[config.mk]
export PLATFORM = sky130hd
export DESIGN_NAME = serial_negate_unit
export DESIGN_NICKNAME = d
export VERILOG_FILES = /design/src/rtl/alu_pkg.sv /design/src/rtl/serial_half_adder_bit.sv /design/src/rtl/serial_negate_unit.sv
export SDC_FILE = /design/constraint.sdc
export NUM_CORES = 1
export LEC_CHECK = 0
export CAP_MARGIN = 10
export CELL_PAD_IN_SITES_DETAIL_PLACEMENT = 1
export CELL_PAD_IN_SITES_GLOBAL_PLACEMENT = 2
export CORE_UTILIZATION = 32
export CTS_BUF_LIST = sky130_fd_sc_hd__clkbuf_16
export CTS_CLUSTER_SIZE = 12
export DETAILED_ROUTE_END_ITERATION = 16
export PLACE_DENSITY_LB_ADDON = 0.1
export SLEW_MARGIN = 25
export SYNTH_ARGS = -nofsm -noshare
export SYNTH_HDL_FRONTEND = slang
export SYNTH_SLANG_ARGS = --single-unit
export TNS_END_PERCENT = 1
[constraint.sdc]
create_clock -name clk -period 2.8 [get_ports clk]
set_input_delay 0.56 -clock clk [delete_from_list [all_inputs] [get_ports clk]]
set_output_delay 0.56 -clock clk [all_outputs]
set_load 0.01 [all_outputs]
[src/rtl/alu_pkg.sv]
// Shared ALU definitions: FSM state encoding and default datapath width.
package alu_pkg;

    localparam int unsigned ALU_W = 4;

    typedef enum logic [1:0] {
        ST_IDLE  = 2'd0,
        ST_SHIFT = 2'd1,
        ST_DONE  = 2'd2
    } state_t;

endpackage

[src/rtl/serial_half_adder_bit.sv]
// One-bit half adder used to ripple the +1 through the operand serially.
module serial_half_adder_bit (
    input  logic a,
    input  logic cin,
    output logic s,
    output logic cout
);

    assign s    = a ^ cin;
    assign cout = a & cin;

endmodule

[src/rtl/serial_negate_unit.sv]
// Bit-serial +1 on a one's-complement word, producing the two's-complement negation.
// Optional macro SERIAL_NEGATE_EARLY_TERM_EN: finish as soon as the carry dies out.
module serial_negate_unit
    import alu_pkg::*;
#(
    parameter int unsigned WIDTH = ALU_W
) (
    input  logic             clk,
    input  logic             rst,
    input  logic             start,
    input  logic [WIDTH-1:0] inp,
    output logic             busy,
    output logic             done,
    output logic [WIDTH-1:0] op,
    output logic             cout,
    output logic             ovf
);

    localparam int unsigned CNT_W = $clog2(WIDTH);

    state_t             r_state;
    state_t             w_next_state;
    logic [WIDTH-1:0]   r_src;
    logic [WIDTH-1:0]   r_res;
    logic               r_carry;
    logic [CNT_W-1:0]   r_cnt;
    logic               r_busy;
    logic               r_done;
    logic [WIDTH-1:0]   r_op;
    logic               r_cout;
    logic               r_ovf;

    logic               w_ha_s;
    logic               w_ha_cout;
    logic               w_last;
    logic               w_accept;
    logic               w_finish;
    logic [WIDTH-1:0]   w_res_nxt;

    serial_half_adder_bit u_ha (
        .a    (r_src[r_cnt]),
        .cin  (r_carry),
        .s    (w_ha_s),
        .cout (w_ha_cout)
    );

    // Final SHIFT step: last bit reached, or (early-term build) carry no longer propagates.
`ifdef SERIAL_NEGATE_EARLY_TERM_EN
    assign w_last = (r_cnt == CNT_W'(WIDTH - 1)) || !w_ha_cout;
`else
    assign w_last = (r_cnt == CNT_W'(WIDTH - 1));
`endif

    always_ff @(posedge clk) begin
        if (rst) begin
            r_state <= ST_IDLE;
        end else begin
            r_state <= w_next_state;
        end
    end

    always_comb begin
        w_next_state = r_state;
        case (r_state)
            ST_IDLE:  if (start) w_next_state = ST_SHIFT;
            ST_SHIFT: if (w_last) w_next_state = ST_DONE;
            ST_DONE:  w_next_state = start ? ST_SHIFT : ST_IDLE;
            default:  w_next_state = ST_IDLE;
        endcase
    end

    always_comb begin
        w_accept  = start && ((r_state == ST_IDLE) || (r_state == ST_DONE));
        w_finish  = (r_state == ST_SHIFT) && w_last;
        w_res_nxt = r_res;
        if (r_state == ST_SHIFT) begin
            w_res_nxt[r_cnt] = w_ha_s;
`ifdef SERIAL_NEGATE_EARLY_TERM_EN
            // With the carry gone, the remaining upper bits pass through unchanged.
            if (!w_ha_cout) begin
                for (int unsigned i = 0; i < WIDTH; i++) begin
                    if (CNT_W'(i) > r_cnt) w_res_nxt[i] = r_src[i];
                end
            end
`endif
        end
    end

    always_ff @(posedge clk) begin
        if (rst) begin
            r_src   <= '0;
            r_res   <= '0;
            r_carry <= 1'b0;
            r_cnt   <= '0;
            r_busy  <= 1'b0;
            r_done  <= 1'b0;
            r_op    <= '0;
            r_cout  <= 1'b0;
            r_ovf   <= 1'b0;
        end else begin
            r_busy <= (w_next_state == ST_SHIFT);
            r_done <= w_finish;
            if (w_accept) begin
                r_src   <= inp;
                r_carry <= 1'b1;
                r_cnt   <= '0;
            end else if (r_state == ST_SHIFT) begin
                r_res   <= w_res_nxt;
                r_carry <= w_ha_cout;
                r_cnt   <= r_cnt + CNT_W'(1);
            end
            // Flags are captured together with the result on DONE entry.
            if (w_finish) begin
                r_op   <= w_res_nxt;
                r_cout <= w_ha_cout;
                r_ovf  <= ~r_src[WIDTH-1] & w_res_nxt[WIDTH-1];
            end
        end
    end

    assign busy = r_busy;
    assign done = r_done;
    assign op   = r_op;
    assign cout = r_cout;
    assign ovf  = r_ovf;

endmodule

==> impl_metrics.env <==
export IMPL_period_share=0.658
export IMPL_pin_count=15
export IMPL_worstPathMaxFanout=8
export IMPL_wl_met2_um=796
export IMPL_most_common_layout_cells="dfxtp_1, nand2_1, clkdlybuf4s50_1"
export IMPL_synthToLayoutAreaGrowth_pct=26.3
export IMPL_grt_overflow=0
export IMPL_layout_drive_gt1_share=0.0714
export IMPL_routedWlPerCell_um=12.8
export IMPL_drtPass1Iterations=4
export IMPL_gp_congestion=0.708
export IMPL_clkSlewWorstSetupHoldPaths_ns=0.06
export IMPL_routed_via_density=4.93
export IMPL_rsz0062_at_grt="false"
export IMPL_maxSlewHeadroom=0.594
export IMPL_numPortBuffers=14
export IMPL_wl_met1_um=907
export IMPL_start_util=0.346
export IMPL_cpPeakStageDelay_ns=0.53
export IMPL_antenna_found_initial=0
export IMPL_dieWidth_um=54.4
export IMPL_worstMarginPinSlew_ns=0.608
export IMPL_yosysWarnings=0
export IMPL_drc_errors=0
export IMPL_path_buf_inv=0
export IMPL_ys_types=21
export IMPL_ctsResizeCount=0
export IMPL_ys_seq_elements=20
export IMPL_path_delay_family="multiplexers"
export IMPL_synth_area_um2=880
export IMPL_powerDensity_nw_per_um2=621
export IMPL_drt_iter0_drc=1
export IMPL_dr_wl_met3_um=67
export IMPL_synth_nets=111
export IMPL_status="completed"
export IMPL_worst_path_max_delay_cell="mux4_2"
export IMPL_tns_ns=0
export IMPL_cts_hold_buf=0
export IMPL_skew_ns=0.00311
export IMPL_grt_pass1_wl_um=2960
export IMPL_cts_buffers=3
export IMPL_top_layer="met4"
export IMPL_grt_max_degree=21
export IMPL_setup_worst_path_start_class="flop"
export IMPL_core_um2=2540
export IMPL_die_area_um2=2960
export IMPL_worst_ep_arrival_time_ns=2.02
export IMPL_numClockSinks=20
export IMPL_die_y_um=54.4
export IMPL_syn_area_per_cell_um2=8.98
export IMPL_final_common_cell="dfxtp_1"
export IMPL_routed_wl_um=1820
export IMPL_rows=18
export IMPL_leakagePower_nw=0.422
export IMPL_criticalPathCategory="flop to flop"
export IMPL_ys_seq_area_frac=0.455
export IMPL_ctsRootBufferMaster="clkbuf_16"
export IMPL_drtAntennaViolNets=0
export IMPL_hold_viol=0
export IMPL_clockBufferDepth=2
export IMPL_final_nets=126
export IMPL_total_power_uw=690
export IMPL_fmax_mhz=542
export IMPL_num_vias=700
export IMPL_hpwl_um=1350
export IMPL_drv_slew=0
export IMPL_grt_pass1_vias=604
export IMPL_synthCells=98
export IMPL_setup_violations=0
export IMPL_path_cells="mux4_2 -> ha_1 -> mux2i_1 -> a211oi_2"
export IMPL_hold_path_class="flop to flop"
export IMPL_maxCapViolations=0
export IMPL_htree_levels=1
export IMPL_cts_tree="yes"
export IMPL_r2r_slack_ns=0.96
export IMPL_cp_data_required_time_ns=2.98
export IMPL_crit_path_end_kind="flop"
export IMPL_cts_setup_buffers=0
export IMPL_vdd_ir_drop_worst_uv=338
export IMPL_grt_usage=0.152
export IMPL_antennaDiodeCount=0
export IMPL_clock_latency_ns=0.25
export IMPL_period_needed_ns=1.84
## through the flow
stage	util	hold WS [ns]	instances	cell area [um^2]	setup slack, ns
floorplan	-	0.433	98	880	1.00
global placement	0.406	0.443	138	1030	1.01
detailed placement	0.406	0.451	138	1030	0.946
CTS	0.437	0.460	142	1110	0.942
global route	0.437	0.467	142	1110	0.834
finish	0.437	0.460	142	1110	0.957
## power by group
| part | leakage [nW] | total, mW | switching [mW] | internal, mW |
|---|---|---|---|---|
| combinational | 0.221 | 0.0813 | 0.0453 | 0.0360 |
| sequential | 0.163 | 0.309 | 0.0108 | 0.298 |
| clock | 0.0385 | 0.300 | 0.109 | 0.190 |
## Yosys cell counts
cell type	n	area [um^2]
dfxtp_1	20	400
nand2_1	16	60.1
a21oi_1	13	65.1
nor2_1	7	26.3
ha_1	6	75.1
inv_1	6	22.5
nand3_1	5	25.0
a211oi_2	3	37.5
mux2i_1	3	30.0
o21ai_0	3	15.0
buf_2	2	10.0
nand2b_1	2	12.5
nand3b_1	2	15.0
nor2b_1	2	12.5
nor3_1	2	10.0
a2bb2oi_1	1	8.76
and3b_1	1	8.76
buf_4	1	7.51
buf_6	1	11.3
clkbuf_1	1	3.75
mux4_2	1	22.5
## worst register-to-register path: stages (launching register included)
cell and delay, ns:
dfxtp_1 0.44, mux4_2 0.53, ha_1 0.44, mux2i_1 0.14, a211oi_2 0.23
## final timing paths
check	startpoint	end	cells after the start
worst min register to register	r_src[2]	r_src[2]	2
worst max register to register	r_cnt[0]	op[2]	4
worst max-delay path	r_cnt[0]	op[2]	4
worst min-delay path	r_src[2]	r_src[2]	2
## cell families after synthesis
logic type,after synthesis,share of synthesized area
adder cells (fa/ha/maj),6,0.0853
buffers and inverters,11,0.0626
multiplexers,4,0.0597
AND/OR/NAND/NOR,37,0.193
AO/OA/AOI/OAI,20,0.144
flip-flops,20,0.455
## per-layer routing
layer	up-vias	GRT usage
met5	-	0
met4	0	0.115
met3	5	0.0417
met2	16	0.207
met1	325	0.198
li1	354	-
## layout make-up
| cell class | instances | area, um^2 |
|---|---|---|
| Clock inverter | 1 | 3.75 |
| Timing Repair Buffer | 15 | 148 |
| Multi-Input combinational cell | 67 | 424 |
| Clock buffer | 3 | 75.1 |
| Sequential cell | 20 | 400 |
| Inverter | 6 | 22.5 |
| Tap cell | 30 | 37.5 |
| Fill cell | 313 | 1430 |
## registers in the layout (all words and copies together) (netlist names), 2 cells and up
register / flops
op: 4
r_cnt: 2
r_res: 3
r_src: 4
r_state: 2
No activity file was read; power rests on OpenSTA's default activity.
